## src/rtl/mem_stage_pkg.sv

```systemverilog
// Shared RV32I pipeline types used by the MEM stage: packet layout, funct3 encodings
// and the MEM stage state encoding.
package mem_stage_pkg;

  typedef enum logic {
    IDLE = 1'b0,
    REQ  = 1'b1
  } mem_stage_state_t;

  typedef enum logic [2:0] {
    lb  = 3'b000,
    lh  = 3'b001,
    lw  = 3'b010,
    lbu = 3'b100,
    lhu = 3'b101
  } load_funct3_t;

  typedef enum logic [2:0] {
    sb = 3'b000,
    sh = 3'b001,
    sw = 3'b010
  } store_funct3_t;

  typedef struct packed {
    logic [31:0] word;
    logic        trap;
  } inst_t;

  typedef struct packed {
    logic       mem;
    logic       data_mem_read;
    logic       data_mem_write;
    logic [2:0] funct3;
    logic       regf_we;
    logic [4:0] rd;
  } ctrl_t;

  typedef struct packed {
    inst_t       inst;
    ctrl_t       ctrl;
    logic [31:0] pc;
    logic [31:0] rs1_out;
    logic [31:0] rs2_out;
    logic [31:0] alu_out;
    logic        br_en;
    logic [31:0] mem_addr;
    logic [3:0]  rmask;
    logic [3:0]  wmask;
    logic [31:0] mem_wdata;
    logic [31:0] mem_rdata;
    logic [31:0] mdrreg_out;
  } rv32i_packet_t;

endpackage

```

## src/rtl/mem_stage_align.sv

```systemverilog
// Byte-lane logic for the MEM stage: byte masks, store-data lane shift,
// load-data extraction/extension and misalignment detection.
module mem_align
  import mem_stage_pkg::*;
(
  input  logic [2:0]  funct3_i,
  input  logic        is_load_i,
  input  logic        is_store_i,
  input  logic [1:0]  off_i,
  input  logic [31:0] rs2_i,
  input  logic [31:0] rdata_i,
  output logic [3:0]  rmask_o,
  output logic [3:0]  wmask_o,
  output logic [31:0] wdata_o,
  output logic [31:0] mdr_o,
  output logic        misaligned_o
);

  logic [3:0]  base_mask;
  logic [3:0]  lane_mask;
  logic [31:0] rdata_shifted;
  logic [31:0] extended;

  // Lanes past byte 3 fall off the 4-bit mask, so misaligned accesses only touch in-word bytes.
  always_comb begin
    base_mask    = 4'b1111;
    misaligned_o = 1'b0;
    case (store_funct3_t'({1'b0, funct3_i[1:0]}))
      sb: base_mask = 4'b0001;
      sh: begin
        base_mask    = 4'b0011;
        misaligned_o = (off_i == 2'd3);
      end
      default: begin
        base_mask    = 4'b1111;
        misaligned_o = (off_i != 2'd0);
      end
    endcase
    lane_mask = base_mask << off_i;
    rmask_o   = is_load_i  ? lane_mask : 4'b0000;
    wmask_o   = is_store_i ? lane_mask : 4'b0000;
    wdata_o   = is_store_i ? (rs2_i << {off_i, 3'b000}) : 32'h0;
  end

  always_comb begin
    rdata_shifted = rdata_i >> {off_i, 3'b000};
    extended      = rdata_shifted;
    case (load_funct3_t'(funct3_i))
      lb:      extended = {{24{rdata_shifted[7]}}, rdata_shifted[7:0]};
      lh:      extended = {{16{rdata_shifted[15]}}, rdata_shifted[15:0]};
      lbu:     extended = {24'h0, rdata_shifted[7:0]};
      lhu:     extended = {16'h0, rdata_shifted[15:0]};
      default: extended = rdata_shifted;
    endcase
    mdr_o = is_load_i ? extended : 32'h0;
  end

endmodule

```

## src/rtl/mem_stage.sv

```systemverilog
// RV32I MEM stage: data-memory req/resp access between EX/MEM and MEM/WB buffers.
// Define MEM_STAGE_MISALIGN_TRAP_EN to trap misaligned accesses instead of issuing them.
module mem_stage
  import mem_stage_pkg::*;
#(
  parameter int XLEN = 32
) (
  input  logic            clk,
  input  logic            rst,
  input  logic            in_valid,
  input  rv32i_packet_t   in_packet,
  output logic            in_ready,
  output logic            out_valid,
  output rv32i_packet_t   out_packet,
  input  logic            out_ready,
  output logic            data_mem_read,
  output logic            data_mem_write,
  output logic [XLEN-1:0] data_mem_address,
  output logic [XLEN-1:0] data_mem_wdata,
  output logic [3:0]      data_mem_byte_enable,
  input  logic [XLEN-1:0] data_mem_rdata,
  input  logic            data_mem_resp
);

  if (XLEN != 32) begin : g_xlen_check
    $error("mem_stage supports XLEN == 32 only");
  end

`ifdef MEM_STAGE_MISALIGN_TRAP_EN
  localparam bit TrapEn = 1'b1;
`else
  localparam bit TrapEn = 1'b0;
`endif

  mem_stage_state_t state_q;
  rv32i_packet_t    req_pkt_q;
  rv32i_packet_t    out_packet_q;
  logic             out_valid_q;
  logic             read_q;
  logic             write_q;
  logic [XLEN-1:0]  address_q;
  logic [XLEN-1:0]  wdata_q;
  logic [3:0]       byte_enable_q;

  rv32i_packet_t    align_src;
  rv32i_packet_t    pkt_d;
  rv32i_packet_t    resp_pkt_d;
  logic             trap_d;
  logic             accept;
  logic             go_req;
  logic             go_direct;
  logic             resp_done;
  logic [3:0]       rmask;
  logic [3:0]       wmask;
  logic [31:0]      wdata;
  logic [31:0]      mdr;
  logic             misaligned;

  assign in_ready  = (state_q == IDLE) && (!out_valid_q || out_ready);
  assign accept    = in_valid && in_ready;
  assign go_req    = accept && in_packet.ctrl.mem && !trap_d;
  assign go_direct = accept && !go_req;
  assign resp_done = (state_q == REQ) && data_mem_resp;

  // No accept can happen in REQ, so one aligner serves both the incoming and the held packet.
  assign align_src = (state_q == REQ) ? req_pkt_q : in_packet;

  mem_align u_align (
    .funct3_i     (align_src.ctrl.funct3),
    .is_load_i    (align_src.ctrl.mem && align_src.ctrl.data_mem_read),
    .is_store_i   (align_src.ctrl.mem && align_src.ctrl.data_mem_write),
    .off_i        (align_src.alu_out[1:0]),
    .rs2_i        (align_src.rs2_out),
    .rdata_i      (data_mem_rdata),
    .rmask_o      (rmask),
    .wmask_o      (wmask),
    .wdata_o      (wdata),
    .mdr_o        (mdr),
    .misaligned_o (misaligned)
  );

  always_comb begin
    trap_d           = TrapEn && in_packet.ctrl.mem && misaligned;
    pkt_d            = in_packet;
    pkt_d.mem_addr   = {in_packet.alu_out[31:2], 2'b00};
    pkt_d.rmask      = rmask;
    pkt_d.wmask      = wmask;
    pkt_d.mem_wdata  = wdata;
    pkt_d.mem_rdata  = 32'h0;
    pkt_d.mdrreg_out = 32'h0;
    if (trap_d) begin
      pkt_d.inst.trap = 1'b1;
      pkt_d.rmask     = 4'b0000;
      pkt_d.wmask     = 4'b0000;
      pkt_d.mem_wdata = 32'h0;
    end
  end

  always_comb begin
    resp_pkt_d = req_pkt_q;
    if (req_pkt_q.ctrl.data_mem_read) begin
      resp_pkt_d.mem_rdata  = data_mem_rdata;
      resp_pkt_d.mdrreg_out = mdr;
    end
  end

  always_ff @(posedge clk) begin
    if (!rst) begin
      state_q       <= IDLE;
      req_pkt_q     <= '0;
      read_q        <= 1'b0;
      write_q       <= 1'b0;
      address_q     <= '0;
      wdata_q       <= '0;
      byte_enable_q <= 4'b0000;
    end else begin
      case (state_q)
        IDLE: begin
          if (go_req) begin
            state_q       <= REQ;
            req_pkt_q     <= pkt_d;
            read_q        <= in_packet.ctrl.data_mem_read;
            write_q       <= in_packet.ctrl.data_mem_write;
            address_q     <= pkt_d.mem_addr;
            wdata_q       <= pkt_d.mem_wdata;
            byte_enable_q <= in_packet.ctrl.data_mem_read ? pkt_d.rmask : pkt_d.wmask;
          end
        end
        REQ: begin
          if (data_mem_resp) begin
            state_q <= IDLE;
            read_q  <= 1'b0;
            write_q <= 1'b0;
          end
        end
        default: state_q <= IDLE;
      endcase
    end
  end

  always_ff @(posedge clk) begin
    if (!rst) begin
      out_valid_q  <= 1'b0;
      out_packet_q <= '0;
    end else if (resp_done) begin
      out_valid_q  <= 1'b1;
      out_packet_q <= resp_pkt_d;
    end else if (go_direct) begin
      out_valid_q  <= 1'b1;
      out_packet_q <= pkt_d;
    end else if (out_ready) begin
      out_valid_q  <= 1'b0;
    end
  end

  assign out_valid            = out_valid_q;
  assign out_packet           = out_packet_q;
  assign data_mem_read        = read_q;
  assign data_mem_write       = write_q;
  assign data_mem_address     = address_q;
  assign data_mem_wdata       = wdata_q;
  assign data_mem_byte_enable = byte_enable_q;

  // Decode never sets both directions on one memory op.
  a_no_read_and_write : assert property (@(posedge clk) disable iff (!rst)
    !(accept && in_packet.ctrl.mem && in_packet.ctrl.data_mem_read && in_packet.ctrl.data_mem_write));

endmodule
```

## config.mk

```make
export PLATFORM = sky130hd
export DESIGN_NAME = mem_stage
export DESIGN_NICKNAME = d
export VERILOG_FILES = /design/src/rtl/mem_stage_pkg.sv /design/src/rtl/mem_stage_align.sv /design/src/rtl/mem_stage.sv
export SDC_FILE = /design/constraint.sdc
export NUM_CORES = 1
export LEC_CHECK = 0
export BUFFER_PORTS_ARGS = -buffer_cell sky130_fd_sc_hd__buf_2
export CAP_MARGIN = 10
export CORE_AREA = 2 2 281 283
export CTS_BUF_LIST = sky130_fd_sc_hd__clkbuf_8
export CTS_CLUSTER_DIAMETER = 200
export DETAILED_ROUTE_END_ITERATION = 10
export DIE_AREA = 0 0 283 285
export GPL_ROUTABILITY_DRIVEN = 0
export SLEW_MARGIN = 20
export SYNTH_ARGS = -nofsm -noshare
export SYNTH_HDL_FRONTEND = slang
export SYNTH_HIERARCHICAL = 1
export SYNTH_SLANG_ARGS = --single-unit
```

## constraint.sdc

```tcl
create_clock -name clk -period 4.2 [get_ports clk]
set_clock_uncertainty 0.05 [all_clocks]
set_input_delay 0.84 -clock clk [delete_from_list [all_inputs] [get_ports clk]]
set_output_delay 0.84 -clock clk [all_outputs]
set_load 0.05 [all_outputs]
```

Yosys cells after proc, flatten, opt, wreduce, memory -nomap -nowiden --
Cells that the tools add are included. Widths: inputs -> output; s select.
Storage, ports and cells: output and inout bits 382, bits in registers 562, input bits 347
Cells by class: eq/ne operators 6, reductions and logical operators 16, shift operators 3, bitwise operators 1, multiplexer cells 22
Operator list (count):
- $mux 310 | 2
- $mux 277 | 1
- $pmux 32 s4 | 1
- $mux 32 | 2
- $mux 64 | 1
- $shl 32x5->32 | 1
- $shr 32x5->32 | 1
- $mux 4 | 3
- $mux 1 | 8
- $pmux 4 s2 | 1
- $logic_and 1x1->1 | 7
- $eq 3x3->1 const B | 2
- $pmux 1 s2 | 3
- $ne 2x2->1 const B | 2
- $reduce_and 2->1 | 2
- $shl 4x2->4 | 1
- $eq 3x1->1 const B | 1
- $logic_not 3->1 | 1
- $reduce_bool 3->1 | 1
- $eq 2x1->1 const B | 1
- $logic_not 1->1 | 2
- $logic_not 2->1 | 1
- $reduce_bool 2->1 | 1
- $logic_or 1x1->1 | 1
- $not 1->1 | 1

Longest topological paths before layout --
depth in word-level cells 9, mapped depth 11, mapped depth without buffers 6

Modules after synthesis --
The synthesis kept the hierarchy.
Modules (own cells, without submodules):
- mem_stage | area each 23099.7 um^2, cells each 2372, instances 1, seq. area each 10009.6 um^2
- mem_align | area each 1599.0 um^2, cells each 229, instances 1, seq. area each 0.0 um^2

Worst setup path after synthesis --
No wires, ideal clock.
path type input to output, start point input port out_ready, end point output port in_ready, path slack 1.252 ns, arrival 2.058 ns, stages 5, required time 3.310 ns, path through nor2b_1 -> clkbuf_1 -> clkbuf_1 -> buf_1 -> nor2_1
On the way: word-level cells in the longest chain between the ends 2
RTL lines:
- start: declaration | RTL line mem_stage.sv:15 | input logic out_ready,
- $logic_or 1x1->1 | RTL line mem_stage.sv:59 | assign in_ready = (state_q == IDLE) && (!out_valid_q || out_ready);
- $logic_and 1x1->1 | RTL line mem_stage.sv:59
- end: declaration | RTL line mem_stage.sv:12 | output logic in_ready,
Every way passes these cells.

Worst setup path after layout --
start point register state_q, end point output port in_ready
On the way: word-level cells in the longest chain between the ends 2
RTL lines:
- start: declaration | RTL line mem_stage.sv:35 | mem_stage_state_t state_q;
- start signal: assignment | RTL line mem_stage.sv:109 | state_q <= IDLE;
- start signal: assignment | RTL line mem_stage.sv:120 | state_q <= REQ;
- start signal: assignment | RTL line mem_stage.sv:131 | state_q <= IDLE;
- $not 1->1 (no line)
- $logic_and 1x1->1 | RTL line mem_stage.sv:59
Every way passes these cells.

==> metrics.log <==
[metrics] highest achievable clock rate: between 300 and 400 MHz
[metrics] core area: about 78000 sq um
[metrics] sequential standard cell area: approximately 10000 sq um
[metrics] switching part of the total power: 0.351
[metrics] Int Power: 0.00831 W
[metrics] cell chain of the critical path: buf_4, nor2_1, buf_2
[metrics] NetSw: roughly 0.0045 W
[metrics] first-pass iteration count of the detailed router: 6
[metrics] post-route worst hold slack: between 0.3 and 0.4 ns
[metrics] number of nets in the layout: between 3000 and 4000
[metrics] worst-case reg-to-reg path depth: 5
[metrics] layout overhead on the synthesized area: 19.1%
[metrics] Total Wirelength: 97.5 mm
[metrics] clock latency of the later-clocked register in the worst-skew pair: just under 0.7 ns
[metrics] setup repair after global routing missed its margin: no
[metrics] die height: about 290 microns
[metrics] average wire length per cell after detail routing: about 24 microns
[metrics] number of buffers added for setup after CTS: 0
[metrics] largest fanout on the critical path: 45
[metrics] first-iteration detailed-routing DRC count: roughly 2300
[metrics] Max rail drop VDD: between 0.2 and 0.3 mV
[metrics] via count: between 20000 and 25000
[metrics] post-route ant nets: 0
[metrics] worst reg-to-reg setup slack: 1.23 ns
[metrics] count of hold buffers inserted by post-cts repair: 0
[metrics] category of the most critical setup path: flop to output port
[metrics] max-cap check violation count: 0
[metrics] Multi-input gate area: between 10000 and 15000 sq um
[metrics] worst hold path depth: 3
[metrics] clock buffers created by TritonCTS: between 90 and 100
[metrics] via count of the first global-routing pass: roughly 22000
[metrics] Setup WS post-layout: ~1.2 ns
[metrics] detail-routed via count per cell: 5.89
[metrics] CTS tree: yes
[metrics] fraction of layout instances using a drive strength above 1: 0.294
[metrics] most frequent cells in the layout: 587 x sky130_fd_sc_hd__buf_2, 499 x sky130_fd_sc_hd__dfxtp_1, 250 x sky130_fd_sc_hd__mux2i_1
[metrics] number of buffers between clock root and the deepest sink: 3
[metrics] worst hold path class: primary input to flop
[metrics] post-synthesis instance area: approximately 25000 sq um
[metrics] CTS sink cnt: 500
[metrics] total power after layout: ~0.013 W
[metrics] initial cell density of the core: 0.317
[metrics] leakage power total: ~13 nW
[metrics] cell count after synthesis: between 2000 and 3000
[metrics] count of input and output buffers: around 600
[metrics] mean instance size in the synthesized netlist: ~9.5 sq um
[metrics] number of rows in the core area: 103
[metrics] share of power burned in the clock network: 0.369
[metrics] post-placement setup slack: slightly above 0.9 ns
[metrics] number of H-tree levels: 3
[metrics] register share of total power: 0.406
[metrics] final clock period utilization by the worst path: 0.716
[metrics] power density over the cells: 435 nW/um^2
[metrics] root buffer cell: sky130_fd_sc_hd__clkbuf_8
[metrics] post-route DRC violation count: 0
[metrics] highest cell delay on the worst timing path: between 0.6 and 0.7 ns
[metrics] clk slew on worst S/H paths: 0.06 ns
[metrics] Arrival @ worst endpoint: ~2.1 ns
[metrics] Comb pwr share: 0.225
[metrics] minimum clock period after layout: about 3 ns
[metrics] remaining max-slew budget at the tightest pin: 0.307
[metrics] count of fill cells added during filler insertion: about 7900
[metrics] post-detail-place hpwl: ~60 mm
[metrics] antenna violations before repair: 16
[metrics] Final setup violation count: 0
[metrics] post-cts resize count: 0
[metrics] result of the run: completed
[metrics] GR Util All Layers: 0.227
[metrics] capture endpoint of the worst hold path: req_pkt_q[270]
[metrics] CP endpoint kind: output port
[metrics] Final Hold Viols: 0
[metrics] origin of the critical flop-to-flop path: state_q
[metrics] WP data required: 3.31 ns
[metrics] crit start category: flop
[metrics] R2R Path End: out_packet[294]
[metrics] Setup TNS Final: 0 ns
[metrics] Remaining Overflow, GRT: 0
[metrics] Slew Limit Fails: 0
[metrics] Die W: about 280 microns
[metrics] most common library cell in the layout ignoring fill and taps: sky130_fd_sc_hd__buf_2
[metrics] wire length of the first global-routing pass: between 100 and 150 mm
[metrics] slew at the pin closest to its max-slew limit: a little over 1 ns
[metrics] hold path start: in_packet[270]
[metrics] cell family with the largest share of critical-path delay: buffers and inverters
[metrics] Synth warnings: 6
[metrics] Slowest-stage cell, CP: sky130_fd_sc_hd__buf_4
[metrics] number of placed I/O pins: around 730
[metrics] Buffers & Inverters on Critical Path: 2
[metrics] maximum number of pins on one net before global-route repair: 158
[metrics] die area: ~81000 sq um
-- tightest hold or removal path: stages --
cell and delay [ns]:
sky130_fd_sc_hd__buf_2 0.10, sky130_fd_sc_hd__nand4_1 0.06, sky130_fd_sc_hd__a21oi_1 0.05
-- through the flow --
stage / utilization / cell area, sq um / cells
floorplan: - / 24700 / 2601
global placement: 0.353 / 27600 / 3845
detailed placement: 0.353 / 27600 / 3845
CTS: 0.377 / 29400 / 4003
global route: 0.377 / 29400 / 4013
finish: 0.377 / 29400 / 4014
-- registers in the layout, indices dropped and copies added, names as in the netlist --
name and flops:
data_mem_write 1, data_mem_read 1, data_mem_byte_enable 4, state_q 1, req_pkt_q 182, out_valid 1, out_packet 278, data_mem_wdata 32
-- power groups by stage --
stage | Combinational [W] | Clock (W) | Sequential [W]
after CTS | 0.00287 | 0.00489 | 0.00519
after detailed placement | 0.00287 | 0 | 0.00529
after global placement | 0.00286 | 0 | 0.00528
after global routing | 0.00304 | 0.00506 | 0.00522
after floorplan | 0.00142 | 0 | 0.00593
final | 0.00288 | 0.00472 | 0.00520
-- routing by layer --
layer  global-route usage  vias up  wire length (microns)
li1                     -    10800                      -
met1                0.310    11700                  43300
met2                0.346      967                  43800
met3               0.0544      177                   7420
met4               0.0809        6                   2920
met5                    0        -                     37
-- worst max path at each step --
stage	depth (start not counted)	slack [ns]	to	start
after floorplan	5	1.25	in_ready	out_ready
after global placement	8	0.90	data_mem_byte_enable[2]	in_packet[137]
after detailed placement	8	0.91	data_mem_byte_enable[2]	in_packet[137]
after CTS	3	1.11	in_ready	state_q
after global routing	6	1.03	out_packet[9]	state_q
final	3	1.19	in_ready	state_q
-- final cells by class --
| cell class | count | area share |
|---|---|---|
| Multi-Input combinational cell | 1622 | 0.420 |
| Tap cell | 1050 | 0.0447 |
| Sequential cell | 500 | 0.340 |
| Timing Repair Buffer | 668 | 0.131 |
| Clock buffer | 114 | 0.0534 |
| Antenna cell | 11 | 0.000936 |
| Clock inverter | 44 | 0.00868 |
| Inverter | 5 | 0.00115 |
(Power assumes the default switching activity.)
